`src/rtl/axi4lite_pkg.sv`:
```
// ---------------------------------------------------------------------------
// axi4lite_pkg
// Shared definitions for the pin-to-AXI4-Lite bridge:
//   - AXI4-Lite response codes (OKAY / SLVERR)
//   - master FSM state encoding
//   - default address / data widths
// ---------------------------------------------------------------------------
package axi4lite_pkg;

    localparam logic [1:0] RESP_OKAY   = 2'b00;
    localparam logic [1:0] RESP_SLVERR = 2'b10;

    localparam int DEFAULT_ADDR_WIDTH = 2;
    localparam int DEFAULT_DATA_WIDTH = 8;

    typedef enum logic [2:0] {
        ST_IDLE    = 3'd0,
        ST_WR_REQ  = 3'd1,
        ST_WR_RESP = 3'd2,
        ST_RD_REQ  = 3'd3,
        ST_RD_RESP = 3'd4,
        ST_DONE    = 3'd5
    } mst_state_e;

endpackage

```
`src/rtl/axi4lite_regfile_slave.sv`:
```
// ---------------------------------------------------------------------------
// axi4lite_regfile_slave
// AXI4-Lite slave backed by a 2^ADDR_WIDTH x DATA_WIDTH register file.
// Ports:
//   i_clk, i_rst               clock, async active-high reset (clears regfile)
//   i_awvalid/o_awready/i_awaddr   write address channel
//   i_wvalid/o_wready/i_wdata      write data channel
//   o_bvalid/i_bready/o_bresp      write response channel
//   i_arvalid/o_arready/i_araddr   read address channel
//   o_rvalid/i_rready/o_rdata/o_rresp  read data channel
// Valid outputs are registered; they never depend combinationally on ready.
// ---------------------------------------------------------------------------
module axi4lite_regfile_slave
    import axi4lite_pkg::*;
#(
    parameter int ADDR_WIDTH = DEFAULT_ADDR_WIDTH,
    parameter int DATA_WIDTH = DEFAULT_DATA_WIDTH
) (
    input  logic                  i_clk,
    input  logic                  i_rst,
    input  logic                  i_awvalid,
    output logic                  o_awready,
    input  logic [ADDR_WIDTH-1:0] i_awaddr,
    input  logic                  i_wvalid,
    output logic                  o_wready,
    input  logic [DATA_WIDTH-1:0] i_wdata,
    output logic                  o_bvalid,
    input  logic                  i_bready,
    output logic [1:0]            o_bresp,
    input  logic                  i_arvalid,
    output logic                  o_arready,
    input  logic [ADDR_WIDTH-1:0] i_araddr,
    output logic                  o_rvalid,
    input  logic                  i_rready,
    output logic [DATA_WIDTH-1:0] o_rdata,
    output logic [1:0]            o_rresp
);

    localparam int DEPTH = 2 ** ADDR_WIDTH;

    logic [DATA_WIDTH-1:0] r_mem [DEPTH];
    logic                  r_bvalid;
    logic [1:0]            r_bresp;
    logic                  r_rvalid;
    logic [DATA_WIDTH-1:0] r_rdata;
    logic [1:0]            r_rresp;
    logic                  w_wr_hs;
    logic                  w_rd_hs;

    // Address and data are accepted together, and only when no response is outstanding.
    assign o_awready = i_awvalid & i_wvalid & ~r_bvalid;
    assign o_wready  = i_awvalid & i_wvalid & ~r_bvalid;
    assign o_arready = ~r_rvalid;

    assign w_wr_hs = i_awvalid & i_wvalid & ~r_bvalid;
    assign w_rd_hs = i_arvalid & ~r_rvalid;

    assign o_bvalid = r_bvalid;
    assign o_bresp  = r_bresp;
    assign o_rvalid = r_rvalid;
    assign o_rdata  = r_rdata;
    assign o_rresp  = r_rresp;

    // Register file storage and write-response channel.
    always_ff @(posedge i_clk or posedge i_rst) begin
        if (i_rst) begin
            for (int i = 0; i < DEPTH; i++) begin
                r_mem[i] <= '0;
            end
            r_bvalid <= 1'b0;
            r_bresp  <= RESP_OKAY;
        end else if (w_wr_hs) begin
            r_mem[i_awaddr] <= i_wdata;
            r_bvalid        <= 1'b1;
            r_bresp         <= RESP_OKAY;
        end else if (r_bvalid && i_bready) begin
            r_bvalid <= 1'b0;
        end else begin
            r_bvalid <= r_bvalid;
        end
    end

    // Read-data channel: data registered on the AR handshake, held until rready.
    always_ff @(posedge i_clk or posedge i_rst) begin
        if (i_rst) begin
            r_rvalid <= 1'b0;
            r_rdata  <= '0;
            r_rresp  <= RESP_OKAY;
        end else if (w_rd_hs) begin
            r_rvalid <= 1'b1;
            r_rdata  <= r_mem[i_araddr];
            r_rresp  <= RESP_OKAY;
        end else if (r_rvalid && i_rready) begin
            r_rvalid <= 1'b0;
        end else begin
            r_rvalid <= r_rvalid;
        end
    end

endmodule

```
`src/rtl/axi4lite_pin_bridge.sv`:
```
// ---------------------------------------------------------------------------
// axi4lite_pin_bridge
// Converts pin-level start commands into AXI4-Lite transactions against an
// internal register-file slave.
// Ports:
//   clk, rst   clock, async active-high reset
//   ena        enable; starts ignored while low
//   ui_in      [0] start_write, [2:1] write_addr, [3:2] read_addr, [4] start_read
//   uio_in     write data (low DATA_WIDTH bits)
//   uio_out    last read data, zero-extended, held until the next read completes
//   uio_oe     0xFF while a read result is valid, else 0x00
//   uo_out     [0] done, [1] busy, [2] resp_err, [7:3] txn count or 0
// Build option: define TXN_COUNT_EN to drive uo_out[7:3] from a 5-bit
// wrapping count of completed transactions.
// ---------------------------------------------------------------------------
module axi4lite_pin_bridge
    import axi4lite_pkg::*;
#(
    parameter int ADDR_WIDTH = DEFAULT_ADDR_WIDTH,
    parameter int DATA_WIDTH = DEFAULT_DATA_WIDTH
) (
    input  logic       clk,
    input  logic       rst,
    input  logic       ena,
    input  logic [7:0] ui_in,
    input  logic [7:0] uio_in,
    output logic [7:0] uio_out,
    output logic [7:0] uio_oe,
    output logic [7:0] uo_out
);

    mst_state_e            r_state;
    mst_state_e            w_next;
    logic                  r_start_wr_q;
    logic                  r_start_rd_q;
    logic [ADDR_WIDTH-1:0] r_addr;
    logic [DATA_WIDTH-1:0] r_wdata;
    logic                  r_aw_done;
    logic                  r_w_done;
    logic [DATA_WIDTH-1:0] r_rdata;
    logic                  r_rd_valid;
    logic                  r_resp_err;
    logic                  r_done;
    logic [4:0]            w_cnt;

    logic                  w_wr_start;
    logic                  w_rd_start;
    logic                  w_awvalid, w_awready, w_wvalid, w_wready;
    logic                  w_bvalid, w_bready, w_arvalid, w_arready;
    logic                  w_rvalid, w_rready;
    logic [1:0]            w_bresp, w_rresp;
    logic [DATA_WIDTH-1:0] w_s_rdata;
    logic                  w_aw_hs, w_w_hs;
    logic [7:0]            w_uio_out;
    logic                  w_unused_bits;

    // Rising-edge detect against last cycle's pin value; gated by enable.
    assign w_wr_start = ena & ui_in[0] & ~r_start_wr_q;
    assign w_rd_start = ena & ui_in[4] & ~r_start_rd_q;

    assign w_aw_hs = w_awvalid & w_awready;
    assign w_w_hs  = w_wvalid & w_wready;

    // Master next-state and channel strobes.
    always_comb begin
        w_next    = r_state;
        w_awvalid = 1'b0;
        w_wvalid  = 1'b0;
        w_bready  = 1'b0;
        w_arvalid = 1'b0;
        w_rready  = 1'b0;
        case (r_state)
            ST_IDLE: begin
                if (w_wr_start) begin
                    w_next = ST_WR_REQ;     // write wins a simultaneous start
                end else if (w_rd_start) begin
                    w_next = ST_RD_REQ;
                end else begin
                    w_next = ST_IDLE;
                end
            end
            ST_WR_REQ: begin
                // Each channel drops its valid once it has handshaken.
                w_awvalid = ~r_aw_done;
                w_wvalid  = ~r_w_done;
                if ((r_aw_done | w_aw_hs) && (r_w_done | w_w_hs)) begin
                    w_next = ST_WR_RESP;
                end else begin
                    w_next = ST_WR_REQ;
                end
            end
            ST_WR_RESP: begin
                w_bready = 1'b1;
                if (w_bvalid) begin
                    w_next = ST_DONE;
                end else begin
                    w_next = ST_WR_RESP;
                end
            end
            ST_RD_REQ: begin
                w_arvalid = 1'b1;
                if (w_arready) begin
                    w_next = ST_RD_RESP;
                end else begin
                    w_next = ST_RD_REQ;
                end
            end
            ST_RD_RESP: begin
                w_rready = 1'b1;
                if (w_rvalid) begin
                    w_next = ST_DONE;
                end else begin
                    w_next = ST_RD_RESP;
                end
            end
            ST_DONE: begin
                w_next = ST_IDLE;
            end
            default: begin
                w_next = ST_IDLE;
            end
        endcase
    end

    // State register, start-edge history and captured command.
    always_ff @(posedge clk or posedge rst) begin
        if (rst) begin
            r_state      <= ST_IDLE;
            r_start_wr_q <= 1'b0;
            r_start_rd_q <= 1'b0;
            r_addr       <= '0;
            r_wdata      <= '0;
        end else begin
            r_state      <= w_next;
            r_start_wr_q <= ui_in[0];
            r_start_rd_q <= ui_in[4];
            if (r_state == ST_IDLE && w_wr_start) begin
                r_addr  <= ui_in[ADDR_WIDTH:1];
                r_wdata <= uio_in[DATA_WIDTH-1:0];
            end else if (r_state == ST_IDLE && w_rd_start) begin
                r_addr <= ui_in[ADDR_WIDTH+1:2];
            end else begin
                r_addr <= r_addr;
            end
        end
    end

    // Per-channel handshake tracking inside WR_REQ; cleared on exit.
    always_ff @(posedge clk or posedge rst) begin
        if (rst) begin
            r_aw_done <= 1'b0;
            r_w_done  <= 1'b0;
        end else if (r_state == ST_WR_REQ && w_next == ST_WR_REQ) begin
            r_aw_done <= r_aw_done | w_aw_hs;
            r_w_done  <= r_w_done | w_w_hs;
        end else begin
            r_aw_done <= 1'b0;
            r_w_done  <= 1'b0;
        end
    end

    // Read result, response error latch and the registered done pulse.
    always_ff @(posedge clk or posedge rst) begin
        if (rst) begin
            r_rdata    <= '0;
            r_rd_valid <= 1'b0;
            r_resp_err <= 1'b0;
            r_done     <= 1'b0;
        end else begin
            r_done <= (r_state == ST_DONE);
            if (r_state == ST_IDLE && w_wr_start) begin
                r_rd_valid <= 1'b0;
            end else if (w_rvalid && w_rready) begin
                r_rdata    <= w_s_rdata;
                r_rd_valid <= 1'b1;
                r_resp_err <= w_rresp[1];
            end else if (w_bvalid && w_bready) begin
                r_resp_err <= w_bresp[1];
            end else begin
                r_rd_valid <= r_rd_valid;
            end
        end
    end

`ifdef TXN_COUNT_EN
    logic [4:0] r_txn_cnt;

    // Completed-transaction counter; wraps naturally at 5 bits.
    always_ff @(posedge clk or posedge rst) begin
        if (rst) begin
            r_txn_cnt <= 5'd0;
        end else if (r_state == ST_DONE) begin
            r_txn_cnt <= r_txn_cnt + 5'd1;
        end else begin
            r_txn_cnt <= r_txn_cnt;
        end
    end

    assign w_cnt = r_txn_cnt;
`else
    assign w_cnt = 5'd0;
`endif

    // Zero-extend the read result onto the 8-bit bidirectional bus.
    always_comb begin
        w_uio_out                   = 8'h00;
        w_uio_out[DATA_WIDTH-1:0]   = r_rdata;
    end

    assign uio_out = w_uio_out;
    assign uio_oe  = r_rd_valid ? 8'hFF : 8'h00;
    assign uo_out  = {w_cnt, r_resp_err, (r_state != ST_IDLE), r_done};

    assign w_unused_bits = ^{ui_in[7:5], uio_in, w_bresp[0], w_rresp[0]};

    axi4lite_regfile_slave #(
        .ADDR_WIDTH (ADDR_WIDTH),
        .DATA_WIDTH (DATA_WIDTH)
    ) u_slave (
        .i_clk     (clk),
        .i_rst     (rst),
        .i_awvalid (w_awvalid),
        .o_awready (w_awready),
        .i_awaddr  (r_addr),
        .i_wvalid  (w_wvalid),
        .o_wready  (w_wready),
        .i_wdata   (r_wdata),
        .o_bvalid  (w_bvalid),
        .i_bready  (w_bready),
        .o_bresp   (w_bresp),
        .i_arvalid (w_arvalid),
        .o_arready (w_arready),
        .i_araddr  (r_addr),
        .o_rvalid  (w_rvalid),
        .i_rready  (w_rready),
        .o_rdata   (w_s_rdata),
        .o_rresp   (w_rresp)
    );

endmodule

```
`config.mk`:
```
export PLATFORM = sky130hd
export DESIGN_NAME = axi4lite_pin_bridge
export DESIGN_NICKNAME = d
export VERILOG_FILES = /design/src/rtl/axi4lite_pkg.sv /design/src/rtl/axi4lite_regfile_slave.sv /design/src/rtl/axi4lite_pin_bridge.sv
export SDC_FILE = /design/constraint.sdc
export NUM_CORES = 1
export LEC_CHECK = 0
export BUFFER_PORTS_ARGS = -buffer_cell sky130_fd_sc_hd__buf_2
export CORE_ASPECT_RATIO = 1.75
export CORE_UTILIZATION = 57
export CTS_CLUSTER_SIZE = 16
export DETAILED_ROUTE_END_ITERATION = 10
export HOLD_SLACK_MARGIN = 0.08
export MAX_ROUTING_LAYER = met4
export PLACE_DENSITY = 0.83
export SYNTH_ARGS = -nofsm -noshare
export SYNTH_HDL_FRONTEND = slang
export SYNTH_SLANG_ARGS = --single-unit
```
`constraint.sdc`:
```
create_clock -name clk -period 3.3 [get_ports clk]
set_clock_uncertainty 0.15 [all_clocks]
set_input_delay 0.825 -clock clk [delete_from_list [all_inputs] [get_ports clk]]
set_output_delay 0.825 -clock clk [all_outputs]
set_load 0.005 [all_outputs]
```
==> summary.md <==
| Metric | Value |
|---|---|
| Minimum clock period after layout | 2.46 ns |
| Worst Hold Class | reg -> reg |
| Fin crit share | 74.6% |
| Synth Warn # | 0 |
| Syn_area_per_cell | 15.1 sq um |
| Post-Synthesis Cells | 205 |
| Final Max Tran Viols | 0 |
| H-tree depth | 3 |
| Vias | 1,710 |
| Placeable Area | 5260 sq um |
| Drt initial violations | 27 |
| Register bit total from synthesis | 69 |
| Skew-Pair Late Insertion Delay | 0.34 ns |
| CP Cell Sequence | nor3_4 > inv_2 > buf_2 |
| Most common cell after layout, fill and taps aside | dfrtp_1 |
| Biggest cell delay along the critical path | 0.54 ns |
| Power per cell area | 836 nW/um^2 |
| IO Port Bufs | 33 |
| Drt drc | 3 |
| Grt total ovfl | 0 |
| VDD IR max | 454 uV |
| Placed cells | 279 |
| Antenna diodes | 0 |
| GR Util All Layers | 20.2% |
| Postcts setup bufs | 0 |
| Status | finished, violations left |
| Post-CTS sizing | 0 |
| Die area | 5740 sq um |
| CP max-delay cell | dfrtp_1 |
| Final hold violation count | 0 |
| Root Driver | clkbuf_8 |
| Non-Filler Instances | 295 |
| I/O Pins | 43 |
| Register Area | 1730 sq um |
| CP arrival | 1.49 ns |
| Worst Slack Setup Final | 0.839 ns |
| Area of the multi-input gates | 1220 sq um |
| Synthesized area | 3090 sq um |
| Post-synth cell types | 38 |
| Vias in the first global route | 1,662 |
| Share of cells above drive strength 1 | 55.4% |
| First-pass GRT wire length | 8000 um |
| Worst Tran Pin Value | 0.661 ns |
| RSZ-0062 raised after global routing | no |
| Crit path required time | 2.32 ns |
| CTS tree | yes |
| Vias per cell | 5.80 |
| Max frequency | 406 MHz |
| Max Cap Viol | 0 |
| Critical path fanouts, max | 11 |
| Sequential area share after synthesis | 55.8% |
| Leading area contributor after synthesis | dfrtp_1 |
| Die X | 57.7 um |
| Routability cong. | 0.758 |
| DIE HEIGHT | 99.4 um |
| HPWL after DPL | 3290 um |
| Initial antenna violation count | 0 |
| Slew HR | 56.0% |
| Leakage Power | 1.64 nW |
| WS Path Type | reg -> out |
| Failing checks | DRC |
| Clk sink count | 69 |
| Worst setup EP type | primary output |
| Post-DRT Antenna Nets | 0 |
| Fillcell total | 421 |
| Commonest cells after routing, fill and taps aside | dfrtp_1 (69), mux2_2 (56), buf_2 (33) |
| Synth area leaders | dfrtp_1 (56%), mux2_2 (20%), mux4_2 (5.8%), buf_4 (3.9%), nor3b_4 (1.2%) |
| Routed wire length | 4740 um |
| DR pass1 iterations | 9 |
| Total negative slack | 0 ns |
| CTS Hold Bufs | 0 |
| CP Launch Type | flip-flop |
| Clk buf depth | 2 |
| Initial core utilization | 58.9% |
| Num CTS Buffers | 9 |
| Layout area overhead | 9.26% |
| Pre-CTS setup slack | 1.19 ns |
| Nets@finish | 254 |
| DR WL/cell | 16.1 um |
| Largest net degree at the start of global routing | 31 |
| Final Setup Violations | 0 |
| Synth top area share | 55.8% |
| Row count | 35 |
| Reg clk slew, reported paths | 0.07 ns |
==> worst paths after layout <==
path	start	end	slack (ns)	depth (start not counted)
worst max-delay path	r_state[1]	uo_out[1]	0.84	3
min in group asynchronous	rst	u_slave.o_rdata[5]	0.40	2
worst max register to register	r_state[0]	u_slave.r_mem[0]	1.17	3
worst min register to register	uio_out[6]	uio_out[6]	0.35	1
worst min-delay path	uio_out[6]	uio_out[6]	0.35	1
max in group asynchronous	rst	r_start_rd_q	1.89	3
==> power breakdown <==
group / switching (mW) / internal, mW
Combinational: 0.266 / 0.507
Sequential: 0.294 / 1.16
Clock: 0.312 / 0.290
==> worst max-delay path, delay by kind of cell, from the launching register on <==
kind / cells / cell delay, ns
buf+inv: 2 / 0.24
flops: 1 / 0.54
simple gates: 1 / 0.36
==> registers in the layout, indices dropped and copies added, names as in the netlist, 2 cells and up <==
name             flops
r_addr               2
r_state              3
r_wdata              8
u_slave.o_rdata      8
uio_out              8
u_slave.r_mem       32
==> cells by family (layout without fill, tap and decap cells) <==
family                 Yosys count  in the layout  share of synthesized area, %
AO/OA/AOI/OAI                   14             14                          3.12
buffers and inverters           24             54                          5.46
flip-flops                      69             69                          55.8
multiplexers                    64             64                          26.2
other                            1              6                         0.121
AND/OR/NAND/NOR                 33             33                          9.26
==> Yosys cell counts, drive strengths merged <==
cell / count
or3b: 2
buf: 21
a31o: 1
nor2: 4
nand4: 1
and4: 2
nor3: 3
o221ai: 1
nor3b: 6
inv: 3
nand3: 3
nand2: 3
dfrtp: 69
a31oi: 1
mux2: 56
a21bo: 1
a221o: 1
mux4: 8
a21oi: 4
conb: 1
a211o: 1
nand4b: 2
o21ai: 3
nand2b: 2
nand3b: 1
a21o: 1
and3b: 3
and4bb: 1
==> through the flow <==
step / hold WS [ns] / util, % / total power, mW / cell area (sq um)
after floorplan: 0.324 / - / 2.09 / 3110
after global placement: 0.331 / 61.0 / 2.20 / 3200
after detailed placement: 0.342 / 61.0 / 2.25 / 3200
after CTS: 0.358 / 64.3 / 2.86 / 3380
after global routing: 0.365 / 64.3 / 3.01 / 3380
final: 0.352 / 64.3 / 2.83 / 3380
==> per-layer routing <==
metal  wire, um  global-route usage, %  vias to the layer above
met4        125                   11.5                        0
li1           -                      -                      795
met5          0                      -                        -
met3        128                   4.68                       12
met1       2030                   24.0                      872
met2       2460                   31.2                       31
==> cell type report <==
class	count	share of cell area (%)
Clock buffer	10	4.07
Clock inverter	6	1.15
Inverter	3	0.333
Multi-Input combinational cell	117	36.0
Sequential cell	69	51.1
Tap cell	55	2.04
Timing Repair Buffer	35	5.33
Power figures use the tool's default switching activity.
